<file path="src/rtl/otf_pkg.sv">
// otf_pkg: shared FSM state, signed-digit encodings and default sizes
package otf_pkg;
  typedef enum logic [1:0] {IDLE, SKIP, CONV, DONE} state_t;
  localparam logic [1:0] SD_POS = 2'b10;
  localparam logic [1:0] SD_NEG = 2'b01;
  localparam int N_DEF = 16;
  localparam int DELAY_DEF = 2;
endpackage

</file>
<file path="src/rtl/otf_converter_step.sv">
// otf_step: one on-the-fly conversion step of the Q/QM register pair
module otf_step
  import otf_pkg::*;
#(
  parameter int W = N_DEF + 1
) (
  input  logic [1:0]   digit,
  input  logic [W-1:0] q,
  input  logic [W-1:0] qm,
  output logic [W-1:0] q_nxt,
  output logic [W-1:0] qm_nxt
);
  logic pos, neg;
  // select shift source and appended bit from the decoded digit; 11 falls through as zero
  always_comb begin
    pos    = digit == SD_POS;
    neg    = digit == SD_NEG;
    q_nxt  = pos ? W'({q, 1'b1}) : neg ? W'({qm, 1'b1}) : W'({q, 1'b0});
    qm_nxt = pos ? W'({q, 1'b0}) : neg ? W'({qm, 1'b0}) : W'({qm, 1'b1});
  end
endmodule

</file>
<file path="src/rtl/otf_converter.sv">
// otf_converter: radix-2 signed-digit stream to two's-complement on-the-fly converter
module otf_converter
  import otf_pkg::*;
#(
  parameter int N     = N_DEF,
  parameter int DELAY = DELAY_DEF
) (
  input  logic       clk,
  input  logic       rst,
  input  logic       start,
  input  logic       enable,
  input  logic [1:0] z,
  output logic [N:0] result,
  output logic       done,
  output logic       busy
);
  localparam int CW = ($clog2(N + 1) > 0) ? $clog2(N + 1) : 1;
  localparam int SW = ($clog2(DELAY + 1) > 0) ? $clog2(DELAY + 1) : 1;
  state_t state, state_n;
  logic [N:0] q, qm, q_n, qm_n;
  logic [SW-1:0] cnt_skip;
  logic [CW-1:0] cnt_dig;
  logic skip_last, dig_last;
  assign skip_last = int'(cnt_skip) == DELAY - 1;
  assign dig_last  = int'(cnt_dig) == N - 1;
  assign done      = state == DONE;
  assign busy      = state == SKIP || state == CONV;
  otf_step #(.W(N + 1)) u_step (
    .digit (z),
    .q     (q),
    .qm    (qm),
    .q_nxt (q_n),
    .qm_nxt(qm_n)
  );
  // state register
  always_ff @(posedge clk) state <= rst ? IDLE : state_n;
  // next state: stalls hold SKIP/CONV, DONE always returns to IDLE
  always_comb begin
    state_n = state;
    case (state)
      IDLE:    state_n = start ? ((DELAY > 0) ? SKIP : CONV) : IDLE;
      SKIP:    state_n = (enable && skip_last) ? CONV : SKIP;
      CONV:    state_n = (enable && dig_last) ? DONE : CONV;
      default: state_n = IDLE;
    endcase
  end
  // datapath: Q/QM, counters and result register
  always_ff @(posedge clk) begin
    if (rst) begin
      q        <= '0;
      qm       <= '1;
      cnt_skip <= '0;
      cnt_dig  <= '0;
      result   <= '0;
    end else if (state == IDLE && start) begin
      q        <= '0;
      qm       <= '1;
      cnt_skip <= '0;
      cnt_dig  <= '0;
    end else if (state == SKIP && enable) begin
      cnt_skip <= cnt_skip + 1'b1;
    end else if (state == CONV && enable) begin
      q       <= q_n;
      qm      <= qm_n;
      cnt_dig <= cnt_dig + 1'b1;
      if (dig_last) result <= q_n;
    end
  end
endmodule

</file>
<file path="config.mk">
export PLATFORM = sky130hd
export DESIGN_NAME = otf_converter
export DESIGN_NICKNAME = d
export VERILOG_FILES = /design/src/rtl/otf_pkg.sv /design/src/rtl/otf_converter_step.sv /design/src/rtl/otf_converter.sv
export SDC_FILE = /design/constraint.sdc
export NUM_CORES = 1
export LEC_CHECK = 0
export BUFFER_PORTS_ARGS = -buffer_cell sky130_fd_sc_hd__buf_2
export CAP_MARGIN = 25
export CORE_ASPECT_RATIO = 0.9
export CORE_MARGIN = 1.5
export CORE_UTILIZATION = 55
export DETAILED_ROUTE_END_ITERATION = 10
export PLACE_DENSITY_LB_ADDON = 0.15
export SLEW_MARGIN = 5
export SYNTH_ARGS = -nofsm -noshare
export SYNTH_HDL_FRONTEND = slang
export SYNTH_SLANG_ARGS = --single-unit
</file>
<file path="constraint.sdc">
create_clock -name clk -period 2.4 [get_ports clk]
set_clock_uncertainty 0.05 [all_clocks]
set_input_delay 0.24 -clock clk [delete_from_list [all_inputs] [get_ports clk]]
set_output_delay 0.24 -clock clk [all_outputs]
set_load 0.02 [all_outputs]
</file>
==> results by group <==
Floorplan
  – Placement Rows: 23
  – Die area: 5256 µm²
  – Die Ht: 68.93 µm
  – Initial Util: 58.42%
  – Die Wd: 76.26 µm
  – Core area: 4547 µm²
  – Count of boundary I/O pins: 25

Setup path
  – Startpoint Class: flop
  – Crit-path max FO: 17
  – CP Class: flop to flop
  – Worst endpoint required time: 2.56 ns
  – Crit-path slowest cell: dfxtp_1
  – Worst path cell trace: inv_1 > ha_1 > a21oi_2 > and2_4 > a211oi_1
  – CP Capture Type: flop
  – CP max stage delay: 0.42 ns
  – Worst Path Arrival: 2.04 ns

STA
  – Max-slew violations: 0
  – Hold WS: 0.1869 ns
  – Final worst slack: 0.5278 ns
  – Slew of the pin with the lowest slew margin: 0.7883 ns
  – Minimum clock period: 1.872 ns
  – Slew Limit Headroom: 47.45%
  – Final period utilization: 78.01%
  – Final hold viol count: 0
  – RSZ-0062 raised after global routing: false
  – Post-route setup TNS: 0 ns
  – # setup viols final: 0
  – Max Fclk: 0.5341 GHz

Layout
  – Filler instances: 410
  – Most frequent cells in the layout: 58 x dfxtp_1, 31 x mux2i_1, 24 x buf_2
  – Commonest non-fill, non-tap cell in the layout: dfxtp_1
  – Finished Layout Cells: 345
  – Nets: 295
  – Area delta synth->final: 9.468%
  – Layout cells sized above 1: 21.20%
  – Antenna diodes: 0

Clock tree
  – Root Buffer: clkbuf_8
  – CTS Buf Count: 9
  – Clock H-tree levels: 3
  – Clock tree buffer depth: 2
  – CTS tree: yes
  – Post-CTS Hold Fix Bufs: 0
  – Clk sink count: 58
  – Total setup buffers inserted after CTS: 0
  – PostCTS Resize Cnt: 0
  – Later-pin clock latency in the skew report: 0.34 ns
  – Clk slew on worst S/H paths: 0.06 ns

Route
  – Avg Vias per Cell: 5.597
  – Routed len/inst: 14.94 µm
  – WL final: 5.155 mm
  – Post-DRT Antenna Nets: 0
  – DR iter-0 viols: 82
  – Total number of vias: 1931
  – Remaining DRCs: 0
  – DRT Pass-1 Iters: 4

Power
  – Power Dens Cells: 672.8 nW/µm²
  – P_leak: 1.291 nW
  – VDD IR-drop max: 0.0004132 V

Placement
  – HPWL Detailed: 3.348 mm
  – DP Cell Count: 330
  – IO buf count: 24
  – DP Worst Slack: 0.5383 ns
  – GP Congestion: 0.7649

Logic synthesis
  – Mux share of post-synthesis cell area: 11.68%
  – Synth top area share: 43.71%
  – Share of the yosys chip area belonging to registers: 43.71%
  – Compound-Gate Fraction of Synth Area: 21.81%
  – Ys Warns: 0
  – Synth Instances: 261
  – Count of different cell masters after synthesis: 35
  – Synth Register Bits: 58
  – Post-synth net total: 277
  – Top area cells in the synthesized netlist: dfxtp_1 44%, mux2i_1 12%, a211oi_1 6.5%
  – Syn Std Cell Area: 2656 µm²
  – Post-Synth Adder-Cell Area: 4.710%
  – Largest family of logic cells by synthesized area: compound AO/OA/AOI/OAI gates
  – Post-Synth Simple-Gate Area: 9.656%
  – Xor and xnor fraction of the mapped netlist area: 0.6594%
  – Synth Flop Type: dfxtp_1
  – Area leader, netlist: dfxtp_1
  – Post-synth ARST share: 0%
  – Post-synth EDFFs: 0
  – Syn Area/Cell: 10.18 µm²

Worst hold path
  – Worst hold path type: input port to flop

Run
  – Max_cap viols: 0

GRT
  – Gr usage total: 21.81%
  – Largest net degree at the start of global routing: 37
  – First-pass GRT wire length: 8.569 mm
  – GRT overflow: 0
  – Vias in the first global route: 1728
  – Antenna violations before repair: 0

Run status
  – Status: complete, no violations
final cells by class:
cell class / count / area (µm²) / area share (%)
multi-input combinational: 173 / 1289 / 44.32
sequential: 58 / 1161 / 39.93
clock buffer: 13 / 178.9 / 6.153
timing repair buffer: 30 / 165.2 / 5.680
tap: 62 / 77.57 / 2.668
inverter: 7 / 26.28 / 0.9036
clock inverter: 2 / 10.01 / 0.3442
cell families after synthesis:
kind of cell,Yosys count
buffers and inverters,30
XOR/XNOR,2
multiplexers,31
AO/OA/AOI/OAI,78
adder cells (fa/ha/maj),10
AND/OR/NAND/NOR,52
flip-flops,58
stage by stage:
stage / power (mW) / util (%) / instance area, µm²
finish: 1.956 / 63.95 / 2908
global route: 2.032 / 63.95 / 2908
CTS: 1.973 / 63.95 / 2908
detailed placement: 1.124 / 59.80 / 2719
global placement: 1.124 / 59.80 / 2719
floorplan: 1.099 / - / 2656
per-layer routing:
metal / share of wire, % / vias to the layer above / GRT usage [%]
met1: 50 / 897 / 28.53
li1: - / 981 / -
met3: 5.5 / 5 / 7.895
met4: 1.1 / 0 / 9.028
met2: 43 / 48 / 32.92
met5: 0 / - / 0
critical path: cells and delay by family (launching register included):
kind	cells	cell delay (ns)
flops	1	0.42
compound gates	2	0.50
buf+inv	1	0.09
fa+ha+maj	1	0.29
simple gates	1	0.39
state kept, by name, summed over array words and instances, names as in the netlist:
| name | cells |
|---|---|
| cnt_dig | 5 |
| cnt_skip | 2 |
| q | 16 |
| qm | 16 |
| result | 17 |
| state | 2 |
cell usage after synthesis, types with 2 or more instances:
cell type / count
nand2_1: 21
mux2i_1: 31
buf_4: 3
a211oi_2: 10
buf_2: 6
or3_1: 2
clkbuf_1: 6
o21ai_0: 2
buf_12: 2
nor2_1: 19
a211oi_1: 23
a21oi_1: 23
dfxtp_1: 58
inv_1: 7
o211ai_1: 15
nand3_1: 2
buf_6: 4
ha_1: 10
power breakdown:
| group | switching, mW | internal (mW) | leakage [nW] | total (mW) |
|---|---|---|---|---|
| registers | 0.00358 | 0.967 | 0.468 | 0.970 |
| clock network | 0.375 | 0.478 | 0.101 | 0.853 |
| logic | 0.0871 | 0.0459 | 0.722 | 0.133 |
path summary, 6_finish.rpt:
path	startpoint	endpoint	slack, ns	depth (start not counted)
worst min-delay path	enable	cnt_skip[1]	0.19	2
worst min register to register	cnt_dig[1]	cnt_dig[1]	0.44	2
worst max-delay path	state[1]	result[15]	0.53	5
worst max register to register	state[1]	result[15]	0.53	5
Power figures use the tool's default switching activity.
